**src/rtl/pipelined_fp_adder_hs.sv**
```systemverilog
// rtl/pipelined_fp_adder_hs.sv - 3-stage pipelined FP adder/subtractor with valid/ready handshake
// Word format: {exc[1:0], sign, exp, frac}; exc 00=zero, 01=normal, 10=inf, 11=NaN.
// Ports:
//   clk, rst_n            clock, asynchronous active-low reset
//   in_valid / in_ready   operation handshake (in_ready depends only on pipeline state and out_ready)
//   sub, rnd_mode, tag_i  1 = A-B; 00 RNE, 01 RZ, 10 +inf, 11 -inf; opaque tag
//   a_i, b_i              operands
//   out_valid / out_ready result handshake
//   result_o, tag_o       registered result and its tag
//   ovf_o, unf_o          result overflowed to inf / underflowed to zero
module pipelined_fp_adder_hs #(
  parameter int SIZE_MANTISSA = 24,
  parameter int SIZE_EXPONENT = 8,
  parameter int SIZE_EXC      = 2,
  parameter int SIZE_COUNTER  = 5,
  parameter int TAG_WIDTH     = 4,
  parameter int SIZE          = SIZE_EXC + 1 + SIZE_EXPONENT + SIZE_MANTISSA - 1
) (
  input  logic                 clk,
  input  logic                 rst_n,
  input  logic                 in_valid,
  output logic                 in_ready,
  input  logic                 sub,
  input  logic [1:0]           rnd_mode,
  input  logic [TAG_WIDTH-1:0] tag_i,
  input  logic [SIZE-1:0]      a_i,
  input  logic [SIZE-1:0]      b_i,
  output logic                 out_valid,
  input  logic                 out_ready,
  output logic [SIZE-1:0]      result_o,
  output logic [TAG_WIDTH-1:0] tag_o,
  output logic                 ovf_o,
  output logic                 unf_o
);
  localparam int M  = SIZE_MANTISSA;
  localparam int E  = SIZE_EXPONENT;
  localparam int F  = M - 1;
  localparam int C  = SIZE_COUNTER;
  localparam int W  = M + 3;          // significand + guard, round, sticky
  localparam int XW = E + 2;          // exponent with carry and sign room
  localparam logic [1:0]      EXC_ZERO = 2'b00;
  localparam logic [1:0]      EXC_NORM = 2'b01;
  localparam logic [1:0]      EXC_INF  = 2'b10;
  localparam logic [1:0]      EXC_NAN  = 2'b11;
  localparam logic [E-1:0]    SH_MAX   = E'(M + 2);
  localparam logic [XW-1:0]   EXP_MAX  = XW'((1 << E) - 1);
  localparam logic [SIZE-1:0] NAN_W    = {EXC_NAN, {(SIZE - SIZE_EXC){1'b0}}};

  function automatic logic [C-1:0] lzc(input logic [W-1:0] v);
    logic [C-1:0] n;
    n = C'(W);
    for (int i = 0; i < W; i++)
      if (v[i]) n = C'(W - 1 - i);
    return n;
  endfunction

  // ---------------- handshake ----------------
  logic s1_v, s2_v;
  logic ld1, ld2, ld3;
  assign ld3      = out_ready | ~out_valid;
  assign ld2      = ~s2_v | ld3;
  assign ld1      = ~s1_v | ld2;
  assign in_ready = ld1;

  // ---------------- stage 1: unpack, swap, align, special cases ----------------
  logic [1:0]     xa, xb;
  logic           sa, sb;
  logic [E-1:0]   ea, eb, l_e, s_e, dexp;
  logic [M-1:0]   ma, mb, l_m, s_m;
  logic           swap, l_s, eff_sub;
  logic [2*M+3:0] wide;
  logic [M+1:0]   al;
  logic           st;
  logic           spec;
  logic [SIZE-1:0] spec_w;

  assign xa      = a_i[SIZE-1 -: SIZE_EXC];
  assign xb      = b_i[SIZE-1 -: SIZE_EXC];
  assign sa      = a_i[SIZE-SIZE_EXC-1];
  assign sb      = b_i[SIZE-SIZE_EXC-1] ^ sub;   // subtraction folds into B's sign
  assign ea      = a_i[F +: E];
  assign eb      = b_i[F +: E];
  assign ma      = {1'b1, a_i[F-1:0]};
  assign mb      = {1'b1, b_i[F-1:0]};
  assign eff_sub = sa ^ sb;
  assign swap    = (eb > ea) || ((eb == ea) && (mb > ma));
  assign l_s     = swap ? sb : sa;
  assign l_e     = swap ? eb : ea;
  assign s_e     = swap ? ea : eb;
  assign l_m     = swap ? mb : ma;
  assign s_m     = swap ? ma : mb;
  assign dexp    = l_e - s_e;
  // Lower half catches every bit shifted past the round position for the sticky OR.
  assign wide    = {s_m, {(M + 4){1'b0}}} >> dexp;
  assign al      = (dexp >= SH_MAX) ? '0   : wide[2*M+3 : M+2];
  assign st      = (dexp >= SH_MAX) ? 1'b1 : |wide[M+1:0];

  always_comb begin
    spec   = 1'b1;
    spec_w = '0;
    if (xa == EXC_NAN || xb == EXC_NAN)
      spec_w = NAN_W;
    else if (xa == EXC_INF && xb == EXC_INF)
      spec_w = eff_sub ? NAN_W : {EXC_INF, sa, {(E + F){1'b0}}};
    else if (xa == EXC_INF)
      spec_w = {EXC_INF, sa, {(E + F){1'b0}}};
    else if (xb == EXC_INF)
      spec_w = {EXC_INF, sb, {(E + F){1'b0}}};
    else if (xa == EXC_ZERO && xb == EXC_ZERO)
      spec_w = '0;
    else if (xa == EXC_ZERO)
      spec_w = {xb, sb, b_i[E+F-1:0]};
    else if (xb == EXC_ZERO)
      spec_w = a_i;
    else
      spec = 1'b0;
  end

  logic                 s1_spec, s1_sign, s1_sub, s1_st;
  logic [SIZE-1:0]      s1_sw;
  logic [E-1:0]         s1_e;
  logic [M-1:0]         s1_m;
  logic [M+1:0]         s1_al;
  logic [1:0]           s1_rnd;
  logic [TAG_WIDTH-1:0] s1_tag;

  always_ff @(posedge clk or negedge rst_n) begin
    if (!rst_n) s1_v <= 1'b0;
    else if (ld1) s1_v <= in_valid;
  end

  always_ff @(posedge clk) begin
    if (ld1 && in_valid) begin
      s1_spec <= spec;
      s1_sw   <= spec_w;
      s1_sign <= l_s;
      s1_sub  <= eff_sub;
      s1_e    <= l_e;
      s1_m    <= l_m;
      s1_al   <= al;
      s1_st   <= st;
      s1_rnd  <= rnd_mode;
      s1_tag  <= tag_i;
    end
  end

  // ---------------- stage 2: add/sub, normalise ----------------
  logic [W-1:0]  lx, sx, n_norm;
  logic [W:0]    sum;
  logic [C-1:0]  lz;
  logic [XW-1:0] n_exp;

  assign lx  = {s1_m, 3'b000};
  assign sx  = {s1_al, s1_st};
  assign sum = s1_sub ? ({1'b0, lx} - {1'b0, sx}) : ({1'b0, lx} + {1'b0, sx});
  assign lz  = lzc(sum[W-1:0]);

  always_comb begin
    n_norm = '0;
    n_exp  = '0;
    if (sum[W]) begin
      // carry out: one-bit right shift, dropped bit joins sticky
      n_norm = {sum[W:2], sum[1] | sum[0]};
      n_exp  = {2'b00, s1_e} + XW'(1);
    end else begin
      n_norm = sum[W-1:0] << lz;
      n_exp  = {2'b00, s1_e} - {{(XW - C){1'b0}}, lz};
    end
  end

  logic                 s2_spec, s2_sign, s2_zero;
  logic [SIZE-1:0]      s2_sw;
  logic [W-1:0]         s2_norm;
  logic [XW-1:0]        s2_exp;
  logic [1:0]           s2_rnd;
  logic [TAG_WIDTH-1:0] s2_tag;

  always_ff @(posedge clk or negedge rst_n) begin
    if (!rst_n) s2_v <= 1'b0;
    else if (ld2) s2_v <= s1_v;
  end

  always_ff @(posedge clk) begin
    if (ld2 && s1_v) begin
      s2_spec <= s1_spec;
      s2_sw   <= s1_sw;
      s2_sign <= s1_sign;
      s2_zero <= (sum == '0);
      s2_norm <= n_norm;
      s2_exp  <= n_exp;
      s2_rnd  <= s1_rnd;
      s2_tag  <= s1_tag;
    end
  end

  // ---------------- stage 3: round, exponent checks, pack ----------------
  logic            inexact, inc;
  logic [M:0]      mr;
  logic [XW-1:0]   fexp;
  logic [F-1:0]    ffrac;
  logic [SIZE-1:0] r_word;
  logic            r_ovf, r_unf;

  assign inexact = s2_norm[2] | s2_norm[1] | s2_norm[0];

  always_comb begin
    case (s2_rnd)
      2'b00:   inc = s2_norm[2] & (s2_norm[1] | s2_norm[0] | s2_norm[3]);
      2'b01:   inc = 1'b0;
      2'b10:   inc = inexact & ~s2_sign;
      default: inc = inexact & s2_sign;
    endcase
  end

  always_comb begin
    mr    = {1'b0, s2_norm[W-1:3]} + {{M{1'b0}}, inc};
    fexp  = s2_exp;
    ffrac = mr[F-1:0];
    if (mr[M]) begin
      // rounding carried into a new leading bit
      fexp  = s2_exp + XW'(1);
      ffrac = mr[F:1];
    end
  end

  always_comb begin
    r_word = '0;
    r_ovf  = 1'b0;
    r_unf  = 1'b0;
    if (s2_spec)
      r_word = s2_sw;
    else if (s2_zero)
      r_word = {EXC_ZERO, (s2_rnd == 2'b11), {(E + F){1'b0}}};
    else if ($signed(fexp) > $signed(EXP_MAX)) begin
      r_word = {EXC_INF, s2_sign, {(E + F){1'b0}}};
      r_ovf  = 1'b1;
    end else if (fexp[XW-1])
      r_unf  = 1'b1;
    else
      r_word = {EXC_NORM, s2_sign, fexp[E-1:0], ffrac};
  end

  always_ff @(posedge clk or negedge rst_n) begin
    if (!rst_n) begin
      out_valid <= 1'b0;
      result_o  <= '0;
      tag_o     <= '0;
      ovf_o     <= 1'b0;
      unf_o     <= 1'b0;
    end else if (ld3) begin
      out_valid <= s2_v;
      if (s2_v) begin
        result_o <= r_word;
        tag_o    <= s2_tag;
        ovf_o    <= r_ovf;
        unf_o    <= r_unf;
      end
    end
  end
endmodule

```
**config.mk**
```make
export PLATFORM = sky130hd
export DESIGN_NAME = pipelined_fp_adder_hs
export DESIGN_NICKNAME = d
export VERILOG_FILES = /design/src/rtl/pipelined_fp_adder_hs.sv
export SDC_FILE = /design/constraint.sdc
export NUM_CORES = 1
export LEC_CHECK = 0
export CAP_MARGIN = 20
export CORE_MARGIN = 3
export CORE_UTILIZATION = 65
export DETAILED_ROUTE_END_ITERATION = 8
export DONT_BUFFER_PORTS = 1
export PLACE_DENSITY = 0.85
export SYNTH_ARGS = -nofsm -noshare
export SYNTH_HDL_FRONTEND = slang
export SYNTH_SLANG_ARGS = --single-unit
```
**constraint.sdc**
```tcl
create_clock -name clk -period 5.8 [get_ports clk]
set_input_delay 0.87 -clock clk [delete_from_list [all_inputs] [get_ports clk]]
set_output_delay 0.87 -clock clk [all_outputs]
set_load 0.005 [all_outputs]
```
==> results of run 1 <==
==> registers in the layout (all words and copies together), names as in the netlist, 4 cells and up <==
name and cells:
s2_exp 10, s2_norm 27, s2_sw 34, s1_e 8
s1_tag 4, s1_al 26, s1_m 23, s1_sw 34
tag_o 4, result_o 34, s2_tag 4
==> cells in the final DEF, fill, tap and decap left out, types with 43 or more instances in the layout <==
master    Yosys  routed
a21oi_1     160     159
a22oi_1      45      45
buf_4         9      71
dfrtp_1      43      43
edfxtp_1    181     181
ha_1         89      89
inv_1        89      89
mux2i_1      79      79
nand2_1     270     269
nor2_1      127     126
nor3_1       56      53
o21ai_0     120     120
==> layer usage <==
metal	global-route usage, %	wire length, um	part of all wire [%]
met5	0	0	0
met4	14.1	2500	4.5
met3	7.78	6510	12
met2	59.2	25300	46
met1	51.1	21300	38
==> through the flow <==
step                      total power, W  cell area (um2)  hold WS [ns]
after floorplan                  0.00426            17300         0.400
after global placement           0.00511            17800         0.401
after detailed placement         0.00515            17800         0.405
after CTS                        0.00670            18700        0.0230
after global routing             0.00713            18800        0.0213
final                            0.00686            18800        0.0332
==> repair_timing <==
| item | 4_1_cts | 5_1_grt |
|---|---|---|
| endpoints found under the setup margin | 2 | 3 |
| setup buffers | 0 | 2 |
| pin swaps | 0 | 3 |
| gates resized for setup | 4 | 12 |
| hold endpoints to repair | 0 | 0 |
==> final cells by class <==
cell class,instances,area (um2)
multi-input combinational,1505,10100
clock buffer,25,583
clock inverter,17,213
timing repair buffer,74,593
fill,1931,7370
tap,335,419
inverter,95,357
sequential,224,6510
==> power by group through the flow <==
stage	registers, W	logic, W	clock network, W
floorplan	0.00217	0.00209	0
global placement	0.00222	0.00289	0
detailed placement	0.00224	0.00292	0
CTS	0.00221	0.00295	0.00154
global route	0.00223	0.00330	0.00160
finish	0.00221	0.00312	0.00153
==> how the worst min path moves through the flow <==
stage,depth (start not counted),slack (ns),endpoint,from
3_3_place_gp,0,0.40,s2_sw[11]$_DFFE_PP_,s1_sw[11]$_SDFFCE_PP0P_
6_report,0,0.03,tag_o[0]$_DFFE_PN0P_,rst_n
5_1_grt,0,0.02,s2_v$_DFFE_PN0P_,rst_n
4_1_cts,0,0.02,tag_o[0]$_DFFE_PN0P_,rst_n
2_1_floorplan,0,0.40,s2_rnd[0]$_DFFE_PP_,s1_rnd[0]$_DFFE_PP_
3_5_place_dp,0,0.41,s2_sw[14]$_DFFE_PP_,s1_sw[14]$_SDFFCE_PP0P_
==> logic make-up (layout without fill, tap and decap cells) <==
family | count (synthesis) | count (layout) | synth area share, %
simple gates | 657 | 657 | 18.1
mux | 100 | 100 | 6.20
compound gates | 579 | 579 | 22.3
flops | 224 | 224 | 37.6
fa+ha+maj | 91 | 91 | 6.66
buf+inv | 202 | 211 | 4.91
xor+xnor | 78 | 78 | 4.20
==> flow_summary_export.csv, run 1 <==
group,metric,value,unit
critical_path,crit_chain,"ha_1, inv_1, fa_1, nor2_1, o221ai_1, a211oi_2, a21oi_1, a311o_1, xnor2_2, nand3_1, a2bb2oi_2, a221oi_4, buf_4, a21o_1, buf_4, nand2_1, o2111ai_1, o21ai_1, a2111oi_2",
critical_path,worst-setup-path-type,"reg2reg",
detailed_routing,wl,55600,um
synth,synth_edf_count,181,
synth,synthesis.nets,2101,
power,ir_drop,0.261,mV
synth,ys_ff_latch,224,
finish,areaGrowthSynthToFinish,8.32,%
finish,fin_util,71.8,%
cts,cts.path.max_buffers,3,
synth,ys_types,113,
floorplan,start_util,66.3,%
finish,diodes,0,
synth,syn_avg_cell_area,8.97,um2
synth,netlist_top_cells_count,"nand2_1 (270), edfxtp_1 (181), a21oi_1 (160), nor2_1 (127), o21ai_0 (120)",
power,p_int,0.00406,W
sta,worst_slew_pin_slew,1.05,ns
placed_design,dpl.hpwl,41900,um
critical_path,crit_required,6.08,ns
power,swShare,40.8,%
sta,post-route-min-period,5.68,ns
critical_path,regToRegEndpoint,"s2_norm[22]$_DFFE_PP_",
placed_design,port-buffer-count,0,
sta,skew,0.0290,ns
floorplan,rows,59,
synth,yosysSeqAreaShare,37.6,%
synth,synth_top_cell_by_area,"edfxtp_1",
finish,layout-drive-gt1-share,10.8,%
floorplan,fp.dieArea,28600,um2
global_routing,overflow,0,
flow_run,drv_cap,0,
critical_path,worst-path-stages,19,
critical_path,crit_path_start_kind,"flop",
cts,clkSinkCount,224,
floorplan,io_pins,121,
cts,hold_buffers,0,
synth,netlist_area,17300,um2
sta,tns,0,ns
placed_design,gp_congestion,1.01,
synth,ys_warn_count,0,
global_routing,grt_pass1_wl,84500,um
sta,max_freq,0.176,GHz
floorplan,die_y,169,um
synth,synth_cells,1931,
power,power.switching,0.00280,W
placed_design,placed_cells,2230,
power,leakage,7.44,nW
critical_path,cpMostUsedCell,"buf_4",
cts,cts-root-buf,"clkbuf_16",
detailed_routing,drt_iter0_markers,2244,
sta,setup_viol,0,
critical_path,r2r-start,"s1_m[0]$_DFFE_PP_",
cts,cts_tree,"done",
critical_path,crit_path_max_incr_delay,0.50,ns
critical_path,worstRegToRegCells,19,
cts,htree_levels,1,
critical_path,cp_max_fo,31,
global_routing,antenna_found_initial,0,
power,power_frac_comb,45.4,%
synth,netlist.area_leader.share,31.4,%
global_routing,grt_pass1_vias,15000,
global_routing,grt_use_total,37.4,%
sta,hold_violations,0,
cts,cts-buffers-inserted,23,
outcome,status,"finished, final reports clean",
critical_path,worst-path-buf-inv,3,
detailed_routing,vias_per_cell,7.12,
power,power_density,366,nW/um2
placed_design,pre_cts_slack,0.00328,ns
cts,clock_latency,0.53,ns
floorplan,fp.dieW,169,um
critical_path,crit_path_end,"s2_norm[22]$_DFFE_PP_",
critical_path,r2r_slack,0.12,ns
critical_path,arrival,5.96,ns
critical_path,critPathTopFamily,"compound AO/OA/AOI/OAI gates",
sta,final.setup.worst_slack,0.124,ns
detailed_routing,vias,16200,
synth,yosys-top-cells-area,"edfxtp_1 (31%), ha_1 (6.4%), dfrtp_1 (6.2%)",
detailed_routing,ant_nets,0,
critical_path,critPathSlowestCell,"a2111oi_2",
detailed_routing,wl_per_cell,24.4,um
synth,synth_most_common_cell,"nand2_1",
power,sequentialPowerShare,32.2,%
synth,async_reset_ff_share,19.2,%
worst_hold_path,hold_path_class,"in2async",
detailed_routing,dr.pass1.iters,6,
finish,final_nets,2093,
detailed_routing,drc_errors,0,
cts,clk_pin_slew_worst_paths,0.07,ns
floorplan,core_area,26100,um2
critical_path,crit_start,"s1_m[0]$_DFFE_PP_",
finish,layout.cells.non_filler,2275,
sta,finalMaxSlewViolations,0,
synth,synth-main-ff-cell,"edfxtp_1",
sta,period_share,97.9,%
critical_path,end_kind,"flop",
global_routing,grt_max_degree,81,
sta,timing.slew.headroom,30.3,%
power,pwr-share-clk,22.3,%
(Power assumes the default switching activity.)
==> run 2, diff against run 1 <==
--- a/config.mk
+++ b/config.mk
@@ -10,7 +10,7 @@
 export CORE_UTILIZATION = 65
 export DETAILED_ROUTE_END_ITERATION = 8
 export DONT_BUFFER_PORTS = 1
-export PLACE_DENSITY = 0.85
+export PLACE_DENSITY_LB_ADDON = 0.15
 export SYNTH_ARGS = -nofsm -noshare
 export SYNTH_HDL_FRONTEND = slang
 export SYNTH_SLANG_ARGS = --single-unit
==> run 2 against run 1 <==
Via count grew 1.1%. Combinational power grew 1%. Design area grew 0.27%. Critical path depth grew 1. Cell count grew 0.44%. Critical path type unchanged. Non-clock buffer count grew 12. Critical endpoint is now s2_exp[8]$_DFFE_PP_.
==> flow_summary_export.csv, run 2 (same netlist as run 1, synthesis figures left out) <==
group,metric,value,unit
finish,design_area,18800,um2
floorplan,fp.dieW,169,um
finish,areaGrowthSynthToFinish,8.62,%
floorplan,rows,59,
critical_path,cp_max_fo,11,
sta,skew,0.0231,ns
global_routing,grt_pass1_vias,15300,
finish,final_nets,2104,
global_routing,use_met3,9.25,%
critical_path,end_kind,"flop",
sta,period_share,98.3,%
power,swShare,41.3,%
finish,top_regs,"result_o (34), s1_sw (34), s2_sw (34)",
cts,hold_buffers,0,
sta,final.setup.worst_slack,0.101,ns
power,sequentialPowerShare,32.8,%
power,ir_drop,0.242,mV
detailed_routing,drc_errors,0,
floorplan,die_y,169,um
placed_design,dpl.hpwl,42700,um
sta,setup_viol,0,
detailed_routing,dr.pass1.iters,8,
cts,htree_levels,1,
detailed_routing,vias_per_cell,7.17,
finish,n_fill_cell,1947,
power,power.switching,0.00280,W
placed_design,port-buffer-count,0,
finish,diodes,0,
sta,max_freq,0.175,GHz
global_routing,overflow,0,
flow_run,drv_cap,0,
sta,finalMaxSlewViolations,0,
global_routing,antenna_found_initial,3,
sta,timing.slew.headroom,30.9,%
cts,clock_latency,0.52,ns
power,p_int,0.00398,W
finish,layout-drive-gt1-share,11.7,%
sta,post-route-min-period,5.70,ns
placed_design,placed_area,17900,um2
global_routing,grt_use_met1,51.3,%
critical_path,crit_path_start_kind,"flop",
finish,layout.cells.non_filler,2285,
power,leakage,7.45,nW
power,power_frac_comb,46.7,%
outcome,status,"finished, final reports clean",
power,power_density,360,nW/um2
critical_path,worst-setup-path-type,"reg2reg",
sta,hold_violations,0,
cts,cts-buffers-inserted,22,
floorplan,fp.dieArea,28600,um2
cts,cts_tree,"done",
detailed_routing,wl_per_cell,24.7,um
critical_path,arrival,6.06,ns
power,pwr-share-clk,20.6,%
placed_design,gp_congestion,1.03,
placed_design,placed_cells,2239,
sta,worst_slew_pin_slew,1.04,ns
detailed_routing,ant_nets,0,
floorplan,start_util,66.3,%
cts,clk_pin_slew_worst_paths,0.07,ns
placed_design,pre_cts_slack,0.114,ns
floorplan,core_area,26100,um2
detailed_routing,drt_iter0_markers,2442,
global_routing,use_met2,60.1,%
detailed_routing,wl,56500,um
finish,final_common_cell,"nand2_1",
floorplan,io_pins,121,
cts,cts.path.max_buffers,3,
global_routing,grt_pass1_wl,86300,um
global_routing,grt_max_degree,81,
detailed_routing,vias,16400,
global_routing,busiest_layer,"met2",
cts,clkSinkCount,224,
finish,fin_util,72.0,%
cts,cts-root-buf,"clkbuf_16",
critical_path,crit_required,6.16,ns
worst_hold_path,hold_path_class,"in2async",
finish,final_cell_mix,"nand2_1 (269), edfxtp_1 (181), a21oi_1 (158)",
global_routing,grt_use_total,38.0,%
[run 2: final cells by class]
class | instances | area [um2] | share of cell area, %
timing repair buffer | 86 | 696 | 3.70
clock buffer | 29 | 577 | 3.07
sequential | 224 | 6510 | 34.6
multi-input combinational | 1505 | 10100 | 53.9
inverter | 95 | 357 | 1.90
clock inverter | 11 | 121 | 0.645
tap | 335 | 419 | 2.23
[run 2: per-layer routing]
layer | wire length, um | vias up | part of all wire [%]
li1 | - | 7180 | -
met1 | 21300 | 7698 | 38
met2 | 25500 | 1270 | 45
met3 | 7020 | 222 | 12
met4 | 2640 | 4 | 4.7
met5 | 27 | - | 0.048
[run 2: critical path, cell delays in order, from the launching register on]
cell and delay, ns:
edfxtp_1 0.45, ha_2 0.48, nand2b_1 0.12, a211oi_1 0.42
a211oi_2 0.09, buf_4 0.18, o2111ai_1 0.19, o21ai_0 0.22
or2_0 0.40, or4_1 0.59, o21bai_1 0.19, a41o_1 0.24
and2_1 0.17, inv_2 0.11, ha_1 0.30, a21o_1 0.19
a21oi_1 0.24, nor2b_1 0.08, or4_1 0.45, nor3_1 0.26
o21bai_1 0.17
[run 2: final timing paths]
check / start / end / slack (ns) / cells after the start
min in group clk: s1_sw[18]$_SDFFCE_PP0P_ / s2_sw[18]$_DFFE_PP_ / 0.40 / 0
hold reg to reg: s1_sw[18]$_SDFFCE_PP0P_ / s2_sw[18]$_DFFE_PP_ / 0.40 / 0
max in group asynchronous: rst_n / unf_o$_DFFE_PN0P_ / 5.68 / 0
setup / recovery: s1_m[5]$_DFFE_PP_ / s2_exp[8]$_DFFE_PP_ / 0.10 / 20
setup reg to reg: s1_m[5]$_DFFE_PP_ / s2_exp[8]$_DFFE_PP_ / 0.10 / 20
hold / removal: rst_n / result_o[5]$_DFFE_PN0P_ / 0.04 / 0
[run 2: through the flow]
| stage | TNS [ns] | hold WS, ns | power (W) |
|---|---|---|---|
| after CTS | 0 | 0.0250 | 0.00660 |
| after global placement | 0 | 0.402 | 0.00515 |
| after global routing | -0.0910 | 0.0249 | 0.00706 |
| final | 0 | 0.0357 | 0.00678 |
| after detailed placement | 0 | 0.405 | 0.00520 |
| after floorplan | 0 | 0.400 | 0.00426 |
[run 2: what timing repair did]
item	CTS	global route
gates resized for setup	0	32
setup endpoints to repair	0	5
setup buffers	0	5
hold endpoints to repair	0	0
[run 2: power groups by stage]
stage               Combinational (W)  Sequential, W  Clock [W]
floorplan                     0.00209        0.00217          0
global placement              0.00293        0.00222          0
detailed placement            0.00296        0.00224          0
CTS                           0.00299        0.00221    0.00140
global route                  0.00336        0.00224    0.00146
finish                        0.00316        0.00222    0.00139
